### src/rtl/seg7_scan_driver.sv
// Multiplexed common-anode 7-segment driver: binary-to-BCD (double dabble) or hex split,
// latched into a display register and scanned one digit at a time onto shared segment lines.
module seg7_scan_driver #(
  parameter int DIGITS   = 4,
  parameter int IN_W     = 14,
  parameter int SCAN_DIV = 50000
) (
  input  logic              clk,
  input  logic              rst,
  input  logic [IN_W-1:0]   value,
  input  logic              load,
  input  logic              hex,
  input  logic              blank_lz,
  output logic              busy,
  output logic [7:0]        seg,
  output logic [DIGITS-1:0] an
);

  localparam int BW   = 4 * DIGITS;
  localparam int PADW = (IN_W > BW) ? IN_W : BW;
  localparam int IW   = (DIGITS > 1) ? $clog2(DIGITS) : 1;
  localparam int SW   = $clog2(SCAN_DIV);
  localparam int CW   = (IN_W > 1) ? $clog2(IN_W) : 1;

  typedef enum logic [1:0] {S_IDLE, S_DEC, S_HEX} state_t;

  state_t            state_q, state_d;
  logic [IN_W-1:0]   val_q, val_d;
  logic [BW-1:0]     bcd_q, bcd_d;
  logic              ovf_q, ovf_d;
  logic [CW-1:0]     cnt_q, cnt_d;
  logic [BW-1:0]     disp_q, disp_d;
  logic              disp_ovf_q, disp_ovf_d;
  logic [IW-1:0]     idx_q, idx_d;
  logic [SW-1:0]     pre_q, pre_d;
  logic [7:0]        seg_q, seg_d;
  logic [DIGITS-1:0] an_q, an_d;

  logic [BW-1:0]     bcd_adj;
  logic [BW:0]       bcd_shift;
  logic [PADW-1:0]   val_pad;
  logic              hex_ovf;
  logic [3:0]        cur_digit;
  logic              upper_nz;

  function automatic logic [7:0] glyph(input logic [3:0] d);
    case (d)
      4'h0: glyph = 8'hC0;  4'h1: glyph = 8'hF9;  4'h2: glyph = 8'hA4;  4'h3: glyph = 8'hB0;
      4'h4: glyph = 8'h99;  4'h5: glyph = 8'h92;  4'h6: glyph = 8'h82;  4'h7: glyph = 8'hF8;
      4'h8: glyph = 8'h80;  4'h9: glyph = 8'h90;  4'hA: glyph = 8'h88;  4'hB: glyph = 8'h83;
      4'hC: glyph = 8'hC6;  4'hD: glyph = 8'hA1;  4'hE: glyph = 8'h86;  default: glyph = 8'h8E;
    endcase
  endfunction

  // Double-dabble correction: every nibble >= 5 gets +3 before the shift.
  for (genvar gi = 0; gi < DIGITS; gi++) begin : g_adj
    assign bcd_adj[4*gi +: 4] = (bcd_q[4*gi +: 4] >= 4'd5) ? bcd_q[4*gi +: 4] + 4'd3
                                                           : bcd_q[4*gi +: 4];
  end
  assign bcd_shift = {bcd_adj, val_q[IN_W-1]};

  // Zero-extend so hex digits past IN_W read as 0; bits past the display flag overflow.
  assign val_pad = PADW'(val_q);
  always_comb begin
    hex_ovf = 1'b0;
    for (int i = BW; i < PADW; i++) hex_ovf = hex_ovf | val_pad[i];
  end

  always_comb begin
    state_d    = state_q;
    val_d      = val_q;
    bcd_d      = bcd_q;
    ovf_d      = ovf_q;
    cnt_d      = cnt_q;
    disp_d     = disp_q;
    disp_ovf_d = disp_ovf_q;
    unique case (state_q)
      S_IDLE: begin
        if (load) begin
          val_d   = value;
          bcd_d   = '0;
          ovf_d   = 1'b0;
          cnt_d   = CW'(IN_W - 1);
          state_d = hex ? S_HEX : S_DEC;
        end
      end
      S_DEC: begin
        val_d = val_q << 1;
        bcd_d = bcd_shift[BW-1:0];
        ovf_d = ovf_q | bcd_shift[BW];
        cnt_d = cnt_q - CW'(1);
        // The last shift writes the display directly so the update lands on this edge.
        if (cnt_q == '0) begin
          disp_d     = bcd_shift[BW-1:0];
          disp_ovf_d = ovf_q | bcd_shift[BW];
          state_d    = S_IDLE;
        end
      end
      S_HEX: begin
        disp_d     = val_pad[BW-1:0];
        disp_ovf_d = hex_ovf;
        state_d    = S_IDLE;
      end
      default: state_d = S_IDLE;
    endcase
  end

  always_comb begin
    pre_d = pre_q + SW'(1);
    idx_d = idx_q;
    if (pre_q == SW'(SCAN_DIV - 1)) begin
      pre_d = '0;
      idx_d = (idx_q == IW'(DIGITS - 1)) ? '0 : idx_q + IW'(1);
    end
  end

  always_comb begin
    cur_digit = '0;
    upper_nz  = 1'b0;
    for (int j = 0; j < DIGITS; j++) begin
      if (IW'(j) == idx_q) cur_digit = disp_q[4*j +: 4];
      if ((IW'(j) >= idx_q) && (disp_q[4*j +: 4] != 4'd0)) upper_nz = 1'b1;
    end
    if (disp_ovf_q)
      seg_d = 8'hBF;
    else if (blank_lz && (idx_q != '0) && !upper_nz)
      seg_d = 8'hFF;
    else
      seg_d = glyph(cur_digit);
    an_d = ~(DIGITS'(1) << idx_q);
  end

  always_ff @(posedge clk or posedge rst) begin
    if (rst) begin
      state_q    <= S_IDLE;
      val_q      <= '0;
      bcd_q      <= '0;
      ovf_q      <= 1'b0;
      cnt_q      <= '0;
      disp_q     <= '0;
      disp_ovf_q <= 1'b0;
      idx_q      <= '0;
      pre_q      <= '0;
      seg_q      <= 8'hFF;
      an_q       <= '1;
    end else begin
      state_q    <= state_d;
      val_q      <= val_d;
      bcd_q      <= bcd_d;
      ovf_q      <= ovf_d;
      cnt_q      <= cnt_d;
      disp_q     <= disp_d;
      disp_ovf_q <= disp_ovf_d;
      idx_q      <= idx_d;
      pre_q      <= pre_d;
      seg_q      <= seg_d;
      an_q       <= an_d;
    end
  end

  assign busy = (state_q != S_IDLE);
  assign seg  = seg_q;
  assign an   = an_q;

endmodule

### config.mk
export PLATFORM = sky130hd
export DESIGN_NAME = seg7_scan_driver
export DESIGN_NICKNAME = d
export VERILOG_FILES = /design/src/rtl/seg7_scan_driver.sv
export SDC_FILE = /design/constraint.sdc
export NUM_CORES = 1
export LEC_CHECK = 0
export BUFFER_PORTS_ARGS = -buffer_cell sky130_fd_sc_hd__buf_2
export CORE_ASPECT_RATIO = 1.75
export CORE_MARGIN = 2
export CORE_UTILIZATION = 62
export CTS_BUF_LIST = sky130_fd_sc_hd__clkbuf_8
export CTS_CLUSTER_DIAMETER = 200
export CTS_CLUSTER_SIZE = 25
export DETAILED_ROUTE_END_ITERATION = 8
export GPL_ROUTABILITY_DRIVEN = 0
export GPL_TIMING_DRIVEN = 0
export PLACE_DENSITY = 0.87
export RECOVER_POWER = 25
export SKIP_LAST_GASP = 1
export SYNTH_ARGS = -nofsm -noshare
export SYNTH_HDL_FRONTEND = slang
export SYNTH_SLANG_ARGS = --single-unit
### constraint.sdc
create_clock -name clk -period 6.4 [get_ports clk]
set_input_delay 1.28 -clock clk [delete_from_list [all_inputs] [get_ports clk]]
set_output_delay 1.28 -clock clk [all_outputs]
set_load 0.02 [all_outputs]
==> results of run 1 <==
[logic make-up (layout without fill, tap and decap cells)]
logic type | count (synthesis) | count (layout) | synth area share, %
flops | 83 | 83 | 48.1
other cells | 1 | 1 | 0.0862
fa+ha+maj | 21 | 21 | 6.04
buf+inv | 46 | 93 | 4.78
compound gates | 101 | 101 | 15.8
simple gates | 159 | 159 | 18.0
mux | 14 | 14 | 3.60
xor+xnor | 18 | 18 | 3.62
[Yosys cell counts (3+ instances only)]
| library cell | number |
|---|---|
| o21ai_0 | 25 |
| nor2_1 | 26 |
| a21oi_1 | 17 |
| buf_2 | 7 |
| clkbuf_1 | 10 |
| buf_4 | 3 |
| xor2_1 | 6 |
| inv_1 | 23 |
| dfrtp_1 | 72 |
| dfstp_2 | 11 |
| o22ai_1 | 14 |
| nor3b_1 | 8 |
| nand3_1 | 10 |
| nand2_1 | 71 |
| xnor2_1 | 12 |
| nor2b_1 | 6 |
| a22oi_1 | 23 |
| nor3_1 | 7 |
| ha_1 | 21 |
| nor4_1 | 5 |
| mux2_2 | 7 |
| mux2i_1 | 4 |
| nand2b_1 | 9 |
| a221o_1 | 3 |
| nand4_1 | 3 |
[routing by layer]
metal / vias up / wire length (microns)
li1: 1633 / -
met1: 1710 / 3370
met2: 90 / 5210
met3: 27 / 349
met4: 0 / 366
met5: - / 0
[worst paths after layout]
check | endpoint | slack [ps] | cells past startpoint
worst max-delay path | seg[0]$_DFF_PP1_ | 3640 | 8
worst min-delay path | seg[6]$_DFF_PP1_ | 480 | 1
worst max register to register | seg[0]$_DFF_PP1_ | 3640 | 8
worst min register to register | seg[6]$_DFF_PP1_ | 480 | 1
max in group asynchronous | an[0]$_DFF_PP1_ | 4180 | 3
min in group asynchronous | val_q[8]$_DFFE_PP0P_ | 1300 | 2
[cell type report]
| type | count | area [sq um] | share of cell area [%] |
|---|---|---|---|
| multi-input cells | 314 | 2050 | 42.9 |
| clock inverters | 5 | 18.8 | 0.392 |
| flip-flops and latches | 83 | 2090 | 43.7 |
| plain buffers | 22 | 106 | 2.22 |
| clock buffers | 11 | 151 | 3.16 |
| well taps | 84 | 105 | 2.20 |
| repair buffers | 31 | 170 | 3.56 |
| inverters | 24 | 91.3 | 1.91 |
[power by group]
group | total, W | switching (W) | internal (W) | leakage (nW)
clock network | 0.000334 | 0.000179 | 0.000155 | 0.106
registers | 0.000839 | 0.000139 | 0.000700 | 1.04
logic | 0.000837 | 0.000490 | 0.000347 | 1.04
total | 0.00201 | 0.000809 | 0.00120 | 2.19
[registers in the layout, indices dropped and copies added, names as in the netlist]
register and count:
idx_q 2, ovf_q 1, bcd_q 16, state_q 2
seg 7, disp_ovf_q 1, an 4, cnt_q 4
pre_q 16, disp_q 16, val_q 14
[per-stage QoR]
step / cell area, sq um / setup slack, ps / util (%) / total power [W] / hold WS, ps
2_1_floorplan: 4350 / 3000 / - / 0.00145 / 401
3_3_place_gp: 4600 / 2150 / 67.6 / 0.00163 / 454
3_5_place_dp: 4630 / 3660 / 68.0 / 0.00167 / 469
4_1_cts: 4800 / 3640 / 70.5 / 0.00201 / 480
5_1_grt: 4780 / 3440 / 70.3 / 0.00215 / 505
6_report: 4780 / 3640 / 70.3 / 0.00201 / 479
==> results.sh, run 1 <==
export IMPL_status="finished, violations left"
export IMPL_violations="max-capacitance violations, max-slew violations"
export IMPL_layout_common_cells="dfrtp_1, nand2_1, buf_2, inv_1, nor2_1"
export IMPL_grt_met3_usage_pct=6.36
export IMPL_critPathMaxFanout=10
export IMPL_clock_sinks=83
export IMPL_crit_start="idx_q[1]$_DFFE_PP0N_"
export IMPL_instances_no_fill=574
export IMPL_powerDensity_nw_per_um2=420
export IMPL_netlist_top_cell_by_area="dfrtp_1"
export IMPL_yosys_top_cells_area="dfrtp_1, dfstp_2, nand2_1"
export IMPL_layout_min_cycle_time_ps=2760
export IMPL_syn_avg_cell_area_sq_um=9.82
export IMPL_drive_above_1_share_pct=17.3
export IMPL_regToRegStartpoint="idx_q[1]$_DFFE_PP0N_"
export IMPL_track_usage_pct=26.9
export IMPL_rsz0062_at_grt="false"
export IMPL_fp_dieArea_sq_um=7730
export IMPL_path_cells="ha_1, clkbuf_1, o311ai_1, inv_1, ha_1, or3_1, o21ai_0, o21ai_1"
export IMPL_ys_seq_area_share_pct=48.1
export IMPL_path_class="reg -> reg"
export IMPL_grt_busiest_layer="met2"
export IMPL_fp_row_count=40
export IMPL_slew_headroom_pct=-13.0
export IMPL_slew_violations=38
export IMPL_num_io_pins=32
export IMPL_synth_main_ff_cell="dfrtp_1"
export IMPL_vias=3460
export IMPL_hp_start="disp_ovf_q$_DFFE_PP0P_"
export IMPL_cp_top_family="compound AO/OA/AOI/OAI gates"
export IMPL_drc=0
export IMPL_die_y_microns=115
export IMPL_cts_tree="done"
export IMPL_netlist_area_sq_um=4350
export IMPL_die_width_microns=67.3
export IMPL_dp_hpwl_microns=6940
export IMPL_post_cts_buffers=0
export IMPL_p_leak_nw=2.19
export IMPL_final_setup_viol_count=0
export IMPL_cts_htree_levels=3
export IMPL_cp_slowest_cell="o311ai_1"
export IMPL_fin_crit_sh_pct=43.2
export IMPL_grt_max_degree=47
export IMPL_area_growth_pct=10.0
export IMPL_cts_resized=0
export IMPL_ys_ff_latch=83
export IMPL_critPathBufInv=2
export IMPL_ys_warn_count=0
export IMPL_portBuffers=30
export IMPL_cp_start_kind="register"
export IMPL_mappedNetlistNets=483
export IMPL_grt_util_met2_pct=48.1
export IMPL_crit_required_ps=6690
export IMPL_grt_pass1_wl_microns=15400
export IMPL_postSynthCellCount=443
export IMPL_path_common_cell="ha_1"
export IMPL_grt_use_met1_pct=27.1
export IMPL_drt_iter0_drc=160
export IMPL_finalSetupTns_ps=0
export IMPL_max_cap_violations=1
export IMPL_antenna_found_initial=0
export IMPL_fmax_ghz=0.362
export IMPL_nets=525
export IMPL_start_util_pct=63.9
export IMPL_fill_cells=529
export IMPL_end_kind="register"
export IMPL_cts_buffer_depth=2
export IMPL_wl_microns=9300
export IMPL_synth_edff_count=0
export IMPL_layout_commonest_cell="dfrtp_1"
export IMPL_first_pass_iters=5
export IMPL_clockRootBuffer="clkbuf_8"
export IMPL_crit_path_max_incr_delay_ps=740
export IMPL_cp_data_arrival_time_ps=3050
export IMPL_antenna_cells=0
export IMPL_coreArea_sq_um=6810
export IMPL_async_reset_ff_share_pct=100
export IMPL_netlist_cell_type_count=56
export IMPL_path_clk_slew_ps=80
export IMPL_overflow=0
export IMPL_yosysTopAreaCellShare_pct=41.4
export IMPL_clock_latency_ps=370
export IMPL_worst_slew_pin_slew_ps=1690
export IMPL_peakVddDrop_v=0.000273
export IMPL_cts_buffers=9
export IMPL_avgRoutedWirePerCell_microns=16.2
export IMPL_dp_cells=558
export IMPL_viasPerCell=6.03
export IMPL_ant_nets=0
export IMPL_worst_clock_skew_ps=7.17
export IMPL_hold_class="reg -> reg"
export IMPL_hold_viol=0
export IMPL_ctsHoldBuffers=0
export IMPL_grt_pass1_vias=3449
(Power assumes the default switching activity.)
==> inputs of run 2 (changes only) <==
--- a/config.mk
+++ b/config.mk
@@ -5,6 +5,7 @@
 export SDC_FILE = /design/constraint.sdc
 export NUM_CORES = 1
 export LEC_CHECK = 0
+export ABC_AREA = 1
 export BUFFER_PORTS_ARGS = -buffer_cell sky130_fd_sc_hd__buf_2
 export CORE_ASPECT_RATIO = 1.75
 export CORE_MARGIN = 2
==> constraint.sdc (replaced) <==
create_clock -name clk -period 2.8 [get_ports clk]
set_input_delay 0.56 -clock clk [delete_from_list [all_inputs] [get_ports clk]]
set_output_delay 0.56 -clock clk [all_outputs]
set_load 0.02 [all_outputs]
==> run 2 against run 1 <==
Net effect:
- the flow now finishes without violations
- register-to-register slack got worse by 3100 ps
- total power increased by 140%
- critical path depth grew 6
- final cell count grew 9.9%
- die area fell by 0.71%
- non-clock buffer count shrank 10
- flip-flop and latch count unchanged
- via count up 3.5%
- critical path type unchanged
- highest routed layer unchanged
==> results.sh, run 2 <==
export IMPL_status="finished clean"
export IMPL_dp_cells=615
export IMPL_final_setup_viol_count=0
export IMPL_grt_pass1_vias=3582
export IMPL_die_y_microns=114
export IMPL_max_cap_violations=0
export IMPL_critPathMaxFanout=6
export IMPL_dp_hpwl_microns=7160
export IMPL_postSynthCellCount=500
export IMPL_cts_tree="done"
export IMPL_antenna_found_initial=0
export IMPL_synth_most_common_cell="nand2_1"
export IMPL_wl_microns=9620
export IMPL_drt_iter0_drc=213
export IMPL_mappedNetlistNets=540
export IMPL_worst_clock_skew_ps=8.19
export IMPL_track_usage_pct=28.2
export IMPL_start_util_pct=63.4
export IMPL_fmax_ghz=0.441
export IMPL_yosysTopAreaCellShare_pct=41.7
export IMPL_grt_max_degree=67
export IMPL_synth_edff_count=0
export IMPL_first_pass_iters=5
export IMPL_rsz0062_at_grt="false"
export IMPL_ys_ff_latch=83
export IMPL_num_io_pins=32
export IMPL_cp_start_kind="register"
export IMPL_p_leak_nw=2.36
export IMPL_ant_nets=0
export IMPL_clock_latency_ps=370
export IMPL_yosys_top_cells_area="dfrtp_1, nand2_1, inv_1"
export IMPL_coreArea_sq_um=6810
export IMPL_instances_no_fill=631
export IMPL_crit_start="idx_q[1]$_DFFE_PP0N_"
export IMPL_avgRoutedWirePerCell_microns=15.2
export IMPL_layout_common_cells="nand2_1, inv_1, dfrtp_1, buf_2, o21ai_0"
export IMPL_fin_crit_sh_pct=81.0
export IMPL_path_class="reg -> reg"
export IMPL_viasPerCell=5.67
export IMPL_ctsHoldBuffers=0
export IMPL_peakVddDrop_v=0.000787
export IMPL_largestRegisters="bcd_q x16, disp_q x16, pre_q x16"
export IMPL_area_growth_pct=10.7
export IMPL_syn_avg_cell_area_sq_um=8.63
export IMPL_regToRegStartpoint="idx_q[1]$_DFFE_PP0N_"
export IMPL_vias=3580
export IMPL_netlist_area_sq_um=4320
export IMPL_layout_commonest_cell="nand2_1"
export IMPL_cts_buffers=9
export IMPL_overflow=0
export IMPL_netlist_top_cell_by_area="dfrtp_1"
export IMPL_slew_violations=0
export IMPL_nets=582
export IMPL_hold_class="in -> async"
export IMPL_fp_dieArea_sq_um=7670
export IMPL_clockRootBuffer="clkbuf_8"
export IMPL_cts_htree_levels=3
export IMPL_powerDensity_nw_per_um2=995
export IMPL_setup_slack_ps=532
export IMPL_post_cts_buffers=0
export IMPL_netlist_cell_type_count=39
export IMPL_drive_above_1_share_pct=16.6
export IMPL_grt_pass1_wl_microns=16100
export IMPL_end_kind="register"
export IMPL_async_reset_ff_share_pct=100
export IMPL_layout_min_cycle_time_ps=2270
export IMPL_crit_required_ps=3080
export IMPL_synthTopCellsByCount="nand2_1, inv_1, dfrtp_1"
export IMPL_cts_resized=0
export IMPL_worst_slew_pin_slew_ps=859
export IMPL_die_width_microns=67.1
export IMPL_clock_sinks=83
export IMPL_cts_buffer_depth=2
export IMPL_ys_seq_area_share_pct=48.4
export IMPL_hold_viol=0
export IMPL_fp_row_count=40
export IMPL_pre_cts_ws_ps=597
export IMPL_cp_data_arrival_time_ps=2550
export IMPL_synth_main_ff_cell="dfrtp_1"
export IMPL_portBuffers=30
export IMPL_slew_headroom_pct=42.4
export IMPL_antenna_cells=0
export IMPL_ys_warn_count=0
export IMPL_drc=0
export IMPL_path_clk_slew_ps=80
## run 2: changes by cell type after synthesis, moves of 7 or more
cell and change:
nor3b_1 -7, a22oi_1 -17, inv_1 +57, clkbuf_1 -7, nand3_1 +16, nand2_1 +23, xnor2_1 -12, o221ai_1 +16
nand2b_1 -9, mux2_2 -7
## run 2: report_power, final
part           internal [W]  leakage, nW  switching, W
registers           0.00165         1.02      0.000227
logic              0.000714         1.24       0.00137
clock network      0.000364       0.0949      0.000427
total               0.00273         2.36       0.00203
## run 2: metal layers
layer / GRT usage [%] / vias up / wire [microns]
li1: - / 1748 / -
met1: 30.0 / 1720 / 3660
met2: 49.5 / 83 / 5310
met3: 6.49 / 29 / 304
met4: 16.2 / 0 / 340
met5: 0 / - / 0
## run 2: logic make-up after synthesis
group	synth area share [%]
other	0.0869
xor gates and xnor gates	2.43
adders and majority gates	6.09
DFF	48.4
and+or+nand+nor	19.2
buffers and inverters	9.04
AOI/OAI and AO/OA	14.7
## run 2: final cells by class
class                   count  area, sq um
inverters                  88          333
fillers                   559         2030
repair buffers             31          178
flip-flops and latches     83         2090
well taps                  84          105
clock buffers              11          151
clock inverters             5         27.5
plain buffers              12         58.8
multi-input cells         317         1840
## run 2: worst max-delay path: stages (launching register included)
cell      delay [ps]
dfrtp_1          430
inv_1            120
ha_1             260
inv_2            100
nand3_1           70
nand2_1           50
nand2_1           60
nand2_1           50
o21ai_1          250
inv_1            150
ha_1             250
inv_1             80
nand2_1          100
o211ai_1         120
nand3_1           90
## run 2: final timing paths
check / endpoint / slack [ps] / cells past startpoint
hold reg to reg: seg[6]$_DFF_PP1_ / 400 / 1
setup / recovery: seg[0]$_DFF_PP1_ / 530 / 14
min in group clk: val_q[7]$_DFFE_PP0P_ / 400 / 3
max in group asynchronous: an[1]$_DFF_PP1_ / 1710 / 3
hold / removal: bcd_q[11]$_DFFE_PP0P_ / 320 / 2
setup reg to reg: seg[0]$_DFF_PP1_ / 530 / 14
## run 2: per-stage QoR
stage | hold slack, ps | power, W | area (sq um) | util (%) | setup TNS, ps
after floorplan | 365 | 0.00338 | 4320 | - | 0
after global placement | 384 | 0.00383 | 4570 | 67.2 | -56620
after detailed placement | 391 | 0.00394 | 4600 | 67.6 | 0
after CTS | 119 | 0.00475 | 4780 | 70.2 | 0
after global routing | 382 | 0.00513 | 4780 | 70.2 | 0
final | 320 | 0.00475 | 4780 | 70.2 | 0
